<file path="src/rtl/audio_i2s_tx.sv">
// Mono PCM to I2S serializer. A one-entry holding register accepts samples
// upstream; each frame sends the held sample on both left and right slots.
// bclk is derived from clk by CLK_DIV, and all serial state moves only on
// the clk cycle where bclk falls.
module audio_i2s_tx #(
  parameter int CLK_DIV = 4
) (
  input  logic               clk,
  input  logic               rst,
  input  logic signed [15:0] sample_in,
  input  logic               sample_valid,
  output logic               sample_ready,
  output logic               bclk,
  output logic               lrclk,
  output logic               sdata,
  output logic               underrun
);

  localparam int         DATA_W  = 16;
  localparam logic [7:0] DIV_MAX = 8'(CLK_DIV - 1);

  logic [7:0]               div_cnt;
  logic [4:0]               bit_cnt;
  logic [4:0]               bit_cnt_nxt;
  logic [2*DATA_W-1:0]      shreg;
  logic signed [DATA_W-1:0] hold_data;
  logic                     hold_full;
  logic signed [DATA_W-1:0] frame_sample;
  logic                     div_wrap;
  logic                     fall_evt;
  logic                     frame_load;
  logic                     xfer;

  assign div_wrap     = (div_cnt == DIV_MAX);
  // bclk is currently high and about to toggle, so this cycle drives it low
  assign fall_evt     = div_wrap && bclk;
  assign bit_cnt_nxt  = bit_cnt + 5'd1;
  assign frame_load   = fall_evt && (bit_cnt_nxt == 5'd0);
  assign sample_ready = !hold_full;
  assign xfer         = sample_valid && !hold_full;
  // An empty holding register at frame load means a silent frame
  assign frame_sample = hold_full ? hold_data : '0;

  // Bit clock divider: toggle bclk every CLK_DIV clk cycles
  always_ff @(posedge clk) begin
    if (rst) begin
      div_cnt <= '0;
      bclk    <= 1'b0;
    end else if (div_wrap) begin
      div_cnt <= '0;
      bclk    <= ~bclk;
    end else begin
      div_cnt <= div_cnt + 8'd1;
    end
  end

  // Serializer: on each bclk fall advance the slot counter, word select and
  // shift register; sdata lags shreg[31] by one bclk for the I2S MSB delay
  always_ff @(posedge clk) begin
    if (rst) begin
      bit_cnt <= 5'd31;
      lrclk   <= 1'b1;
      shreg   <= '0;
      sdata   <= 1'b0;
    end else if (fall_evt) begin
      bit_cnt <= bit_cnt_nxt;
      lrclk   <= bit_cnt_nxt[4];
      sdata   <= shreg[31];
      if (frame_load)
        shreg <= {frame_sample, frame_sample};
      else
        shreg <= {shreg[30:0], 1'b0};
    end
  end

  // Holding register occupancy and underrun flag; a frame load uses the
  // pre-edge occupancy, so a sample arriving on that same clk waits a frame
  always_ff @(posedge clk) begin
    if (rst) begin
      hold_full <= 1'b0;
      underrun  <= 1'b0;
    end else begin
      underrun <= frame_load && !hold_full;
      if (frame_load && hold_full)
        hold_full <= 1'b0;
      else if (xfer)
        hold_full <= 1'b1;
    end
  end

  // Holding register data capture on an accepted transfer
  always_ff @(posedge clk) begin
    if (xfer)
      hold_data <= sample_in;
  end

endmodule
</file>
<file path="config.mk">
export PLATFORM = sky130hd
export DESIGN_NAME = audio_i2s_tx
export DESIGN_NICKNAME = d
export VERILOG_FILES = /design/src/rtl/audio_i2s_tx.sv
export SDC_FILE = /design/constraint.sdc
export NUM_CORES = 1
export LEC_CHECK = 0
export ABC_AREA = 1
export BUFFER_PORTS_ARGS = -buffer_cell sky130_fd_sc_hd__buf_2
export CORE_MARGIN = 8
export CORE_UTILIZATION = 58
export CTS_CLUSTER_DIAMETER = 200
export DETAILED_ROUTE_END_ITERATION = 10
export PLACE_DENSITY = 0.85
export SYNTH_ARGS = -nofsm -noshare
export SYNTH_HDL_FRONTEND = slang
export SYNTH_SLANG_ARGS = --single-unit
export TNS_END_PERCENT = 30
</file>
<file path="constraint.sdc">
create_clock -name clk -period 1.8 [get_ports clk]
set_input_delay 0.18 -clock clk [delete_from_list [all_inputs] [get_ports clk]]
set_output_delay 0.18 -clock clk [all_outputs]
set_load 0.02 [all_outputs]
</file>
==> flow_results.xml <==
<?xml version="1.0" encoding="UTF-8"?>
<metrics>
  <group name="run_status">
    <metric name="outcome" unit="">completed</metric>
  </group>
  <group name="floorplan">
    <metric name="initial_utilization" unit="">0.594</metric>
    <metric name="die-width" unit="um">88.1</metric>
    <metric name="io_pins" unit="">24</metric>
    <metric name="core_area" unit="um2">5070</metric>
    <metric name="std_cell_rows" unit="">26</metric>
    <metric name="die-area" unit="um2">7760</metric>
    <metric name="dieHeight" unit="um">88.1</metric>
  </group>
  <group name="place">
    <metric name="pre_cts_ws" unit="ns">0.101</metric>
    <metric name="dp_hpwl" unit="mm">3.74</metric>
    <metric name="finalWeightedCongestion" unit="">0.788</metric>
    <metric name="port_buffers" unit="">23</metric>
    <metric name="postPlaceCellArea" unit="um2">3220</metric>
  </group>
  <group name="critical_path">
    <metric name="critical_path.reg2reg.startpoint" unit="">div_cnt[1]</metric>
    <metric name="r2r_cells" unit="">9</metric>
    <metric name="worst-endpoint-arrival" unit="ns">1.96</metric>
    <metric name="crit_path_start_kind" unit="">flip-flop</metric>
    <metric name="critical_path.endpoint_type" unit="">flip-flop</metric>
    <metric name="cp_max_fo" unit="">8</metric>
    <metric name="crit_required" unit="ns">2.07</metric>
    <metric name="setup.worst_path.class" unit="">reg -&gt; reg</metric>
    <metric name="worst_setup_path_startpoint" unit="">div_cnt[1]</metric>
  </group>
  <group name="yosys">
    <metric name="post-synth-top-area-fraction" unit="">0.325</metric>
    <metric name="count_of_flip_flops_with_a_built_in_enable_after_synthesis" unit="">16</metric>
    <metric name="ys_types" unit="">32</metric>
    <metric name="post_synth_top_flop" unit="">sky130_fd_sc_hd__dfxtp_1</metric>
    <metric name="yosys.cell_count.top_type" unit="">sky130_fd_sc_hd__nor2_1</metric>
    <metric name="synth_seq_cells" unit="">65</metric>
    <metric name="synthesized_nets" unit="">418</metric>
    <metric name="seq_area_frac_synth" unit="">0.485</metric>
    <metric name="synthesis.area" unit="um2">3010</metric>
    <metric name="postSynthAreaPerCell" unit="um2">7.61</metric>
    <metric name="synthDominantAreaCellType" unit="">sky130_fd_sc_hd__dfxtp_1</metric>
    <metric name="syn_inst" unit="">396</metric>
    <metric name="async_reset_ff_frac" unit="">0</metric>
    <metric name="synth_top_cells_by_area" unit="">sky130_fd_sc_hd__dfxtp_1, sky130_fd_sc_hd__edfxtp_1, sky130_fd_sc_hd__nor2_1</metric>
    <metric name="synth.top_cells.by_count" unit="">sky130_fd_sc_hd__nor2_1, sky130_fd_sc_hd__inv_1, sky130_fd_sc_hd__nand2_1, sky130_fd_sc_hd__dfxtp_1, sky130_fd_sc_hd__o21ai_0</metric>
    <metric name="yosys_warnings" unit="">0</metric>
  </group>
  <group name="cts">
    <metric name="cts_tree" unit="">done</metric>
    <metric name="numCtsBuffers" unit="">9</metric>
    <metric name="cell_at_the_root_of_the_clock_tree" unit="">sky130_fd_sc_hd__clkbuf_8</metric>
    <metric name="clk_pin_slew_worst_paths" unit="ns">0.07</metric>
    <metric name="htreeDepth" unit="">3</metric>
    <metric name="postCtsHoldBufs" unit="">0</metric>
    <metric name="insertion_delay" unit="ns">0.34</metric>
    <metric name="max-clock-path-buffers" unit="">2</metric>
    <metric name="total_clock_sinks" unit="">65</metric>
  </group>
  <group name="pwr">
    <metric name="power_density" unit="nW/um2">832</metric>
    <metric name="switching_power" unit="mW">0.659</metric>
    <metric name="share_comb_of_total_power" unit="">0.063</metric>
    <metric name="clock_power_share" unit="">0.399</metric>
    <metric name="switching_part_of_the_total_power" unit="">0.227</metric>
    <metric name="seq_power_share" unit="">0.538</metric>
    <metric name="internal_power" unit="mW">2.24</metric>
    <metric name="vdd.ir_drop.worst" unit="V">0.000718</metric>
    <metric name="p_leak" unit="nW">1.58</metric>
  </group>
  <group name="hold_path">
    <metric name="cell_depth_of_the_worst_hold_path" unit="">1</metric>
    <metric name="hold_path.class" unit="">in -&gt; reg</metric>
    <metric name="hold_path_startpoint" unit="">sample_in[0]</metric>
  </group>
  <group name="timing">
    <metric name="whs" unit="ns">0.0145</metric>
    <metric name="finalSetupViolations" unit="">0</metric>
    <metric name="layout_skew" unit="ns">0.00827</metric>
    <metric name="final_max_slew_viol_count" unit="">0</metric>
    <metric name="max_clock_freq" unit="GHz">0.591</metric>
    <metric name="finalCriticalPeriod" unit="ns">1.69</metric>
    <metric name="worst_slew_margin_rel" unit="">0.645</metric>
    <metric name="fin_crit_sh" unit="">0.940</metric>
    <metric name="finalWorstSetupSlack" unit="ns">0.108</metric>
    <metric name="timing_worst_slew_pin_value" unit="ns">0.532</metric>
    <metric name="hold_viol_final" unit="">0</metric>
  </group>
  <group name="drt">
    <metric name="detail_route.iter0.violations" unit="">164</metric>
    <metric name="drtPass1Iterations" unit="">4</metric>
    <metric name="vias_per_cell" unit="">4.96</metric>
    <metric name="drt_drc_violations_left" unit="">0</metric>
    <metric name="ant_nets" unit="">0</metric>
    <metric name="detailroute.via_count" unit="">2487</metric>
    <metric name="avgRoutedWirePerCell" unit="um">11.7</metric>
    <metric name="route.final.wire_length" unit="mm">5.87</metric>
  </group>
  <group name="global_route">
    <metric name="wire_length_of_the_first_global_routing_pass" unit="mm">9.69</metric>
    <metric name="pin_count_of_the_biggest_net_entering_global_routing" unit="">33</metric>
    <metric name="antenna_found_initial" unit="">0</metric>
    <metric name="globalRouteOverflowTotal" unit="">0</metric>
    <metric name="vias_in_the_first_global_route" unit="">2270</metric>
    <metric name="grt.total_usage" unit="">0.158</metric>
  </group>
  <group name="final_layout">
    <metric name="layout-drive-gt1-share" unit="">0.176</metric>
    <metric name="nets" unit="">448</metric>
    <metric name="antennaDiodeCount" unit="">0</metric>
    <metric name="area.growth.synth_to_final" unit="%">15.7</metric>
    <metric name="finish.instance_area" unit="um2">3490</metric>
    <metric name="layout.core_utilization" unit="">0.687</metric>
  </group>
  <group name="run">
    <metric name="timing.max_cap.violations" unit="">0</metric>
  </group>
</metrics>
final timing paths:
path | end | slack (ns)
min reg2reg | div_cnt[0] | 0.43
max reg2reg | shreg[1] | 0.11
max | shreg[1] | 0.11
min | hold_data[0] | 0.01
final cells by class:
class	count	area [um2]
Clock buffer	12	135
Tap cell	70	87.6
Sequential cell	65	1460
Fill cell	391	1590
Clock inverter	4	43.8
Inverter	62	235
Timing Repair Buffer	35	273
Multi-Input combinational cell	253	1250
metrics by stage:
stage          cells  power (mW)  setup TNS, ns
2_1_floorplan    396        1.71              0
3_3_place_gp     482        1.76              0
3_5_place_dp     482        1.77              0
4_1_cts          498        2.91              0
5_1_grt          501        2.99       -0.00701
6_report         501        2.90              0
power groups by stage:
stage | Sequential (mW) | Clock (mW) | Combinational, mW
after floorplan | 1.59 | 0 | 0.120
after CTS | 1.56 | 1.17 | 0.175
after detailed placement | 1.59 | 0 | 0.173
after global placement | 1.59 | 0 | 0.168
after global routing | 1.57 | 1.22 | 0.205
final | 1.56 | 1.16 | 0.182
critical path, stage by stage, from the launching register on:
cell and delay (ns):
sky130_fd_sc_hd__dfxtp_1 0.36, sky130_fd_sc_hd__ha_2 0.22, sky130_fd_sc_hd__nand2_2 0.09, sky130_fd_sc_hd__nor2_4 0.15
sky130_fd_sc_hd__nand3_4 0.17, sky130_fd_sc_hd__nor2_4 0.28, sky130_fd_sc_hd__nand3_1 0.12, sky130_fd_sc_hd__nand2_1 0.11
sky130_fd_sc_hd__nor2_1 0.05, sky130_fd_sc_hd__nor2_1 0.09
flip-flops by register name, indices dropped and copies added, names as in the netlist:
register and flops:
div_cnt 8, hold_full 1, lrclk 1, underrun 1, hold_data 16, shreg 32, bit_cnt 4, bclk 1
sdata 1
timing repair:
action                                  4_1_cts  5_1_grt
resized for setup                             0       11
endpoints found under the setup margin        0       32
setup buffers                                 0        1
cell usage in the layout (no fill, tap or decap), types with 2 or more instances in the layout:
| master | count |
|---|---|
| sky130_fd_sc_hd__a21oi_1 | 5 |
| sky130_fd_sc_hd__buf_12 | 4 |
| sky130_fd_sc_hd__buf_2 | 23 |
| sky130_fd_sc_hd__buf_4 | 7 |
| sky130_fd_sc_hd__clkbuf_1 | 3 |
| sky130_fd_sc_hd__clkbuf_8 | 9 |
| sky130_fd_sc_hd__clkinv_2 | 2 |
| sky130_fd_sc_hd__dfxtp_1 | 47 |
| sky130_fd_sc_hd__dfxtp_2 | 2 |
| sky130_fd_sc_hd__edfxtp_1 | 16 |
| sky130_fd_sc_hd__inv_1 | 59 |
| sky130_fd_sc_hd__inv_2 | 2 |
| sky130_fd_sc_hd__nand2_1 | 53 |
| sky130_fd_sc_hd__nand2_2 | 3 |
| sky130_fd_sc_hd__nand3_1 | 15 |
| sky130_fd_sc_hd__nand3_2 | 9 |
| sky130_fd_sc_hd__nand4_1 | 5 |
| sky130_fd_sc_hd__nor2_1 | 104 |
| sky130_fd_sc_hd__nor2_2 | 2 |
| sky130_fd_sc_hd__nor2_4 | 4 |
| sky130_fd_sc_hd__nor3_1 | 3 |
| sky130_fd_sc_hd__o21ai_0 | 32 |
| sky130_fd_sc_hd__o21ai_1 | 5 |
| sky130_fd_sc_hd__xor2_1 | 2 |
layer usage:
metal	global-route usage	share of wire	vias up
met5	0	0	-
met4	0.0952	0.020	0
met3	0.0366	0.042	12
li1	-	-	1287
met1	0.193	0.46	1135
met2	0.248	0.48	53
logic make-up after synthesis:
family | synth area share
simple gates | 0.293
flops | 0.485
compound gates | 0.0822
buf+inv | 0.116
xor+xnor | 0.0112
fa+ha+maj | 0.0125
Note: power is estimated with default switching activity, not from simulation.
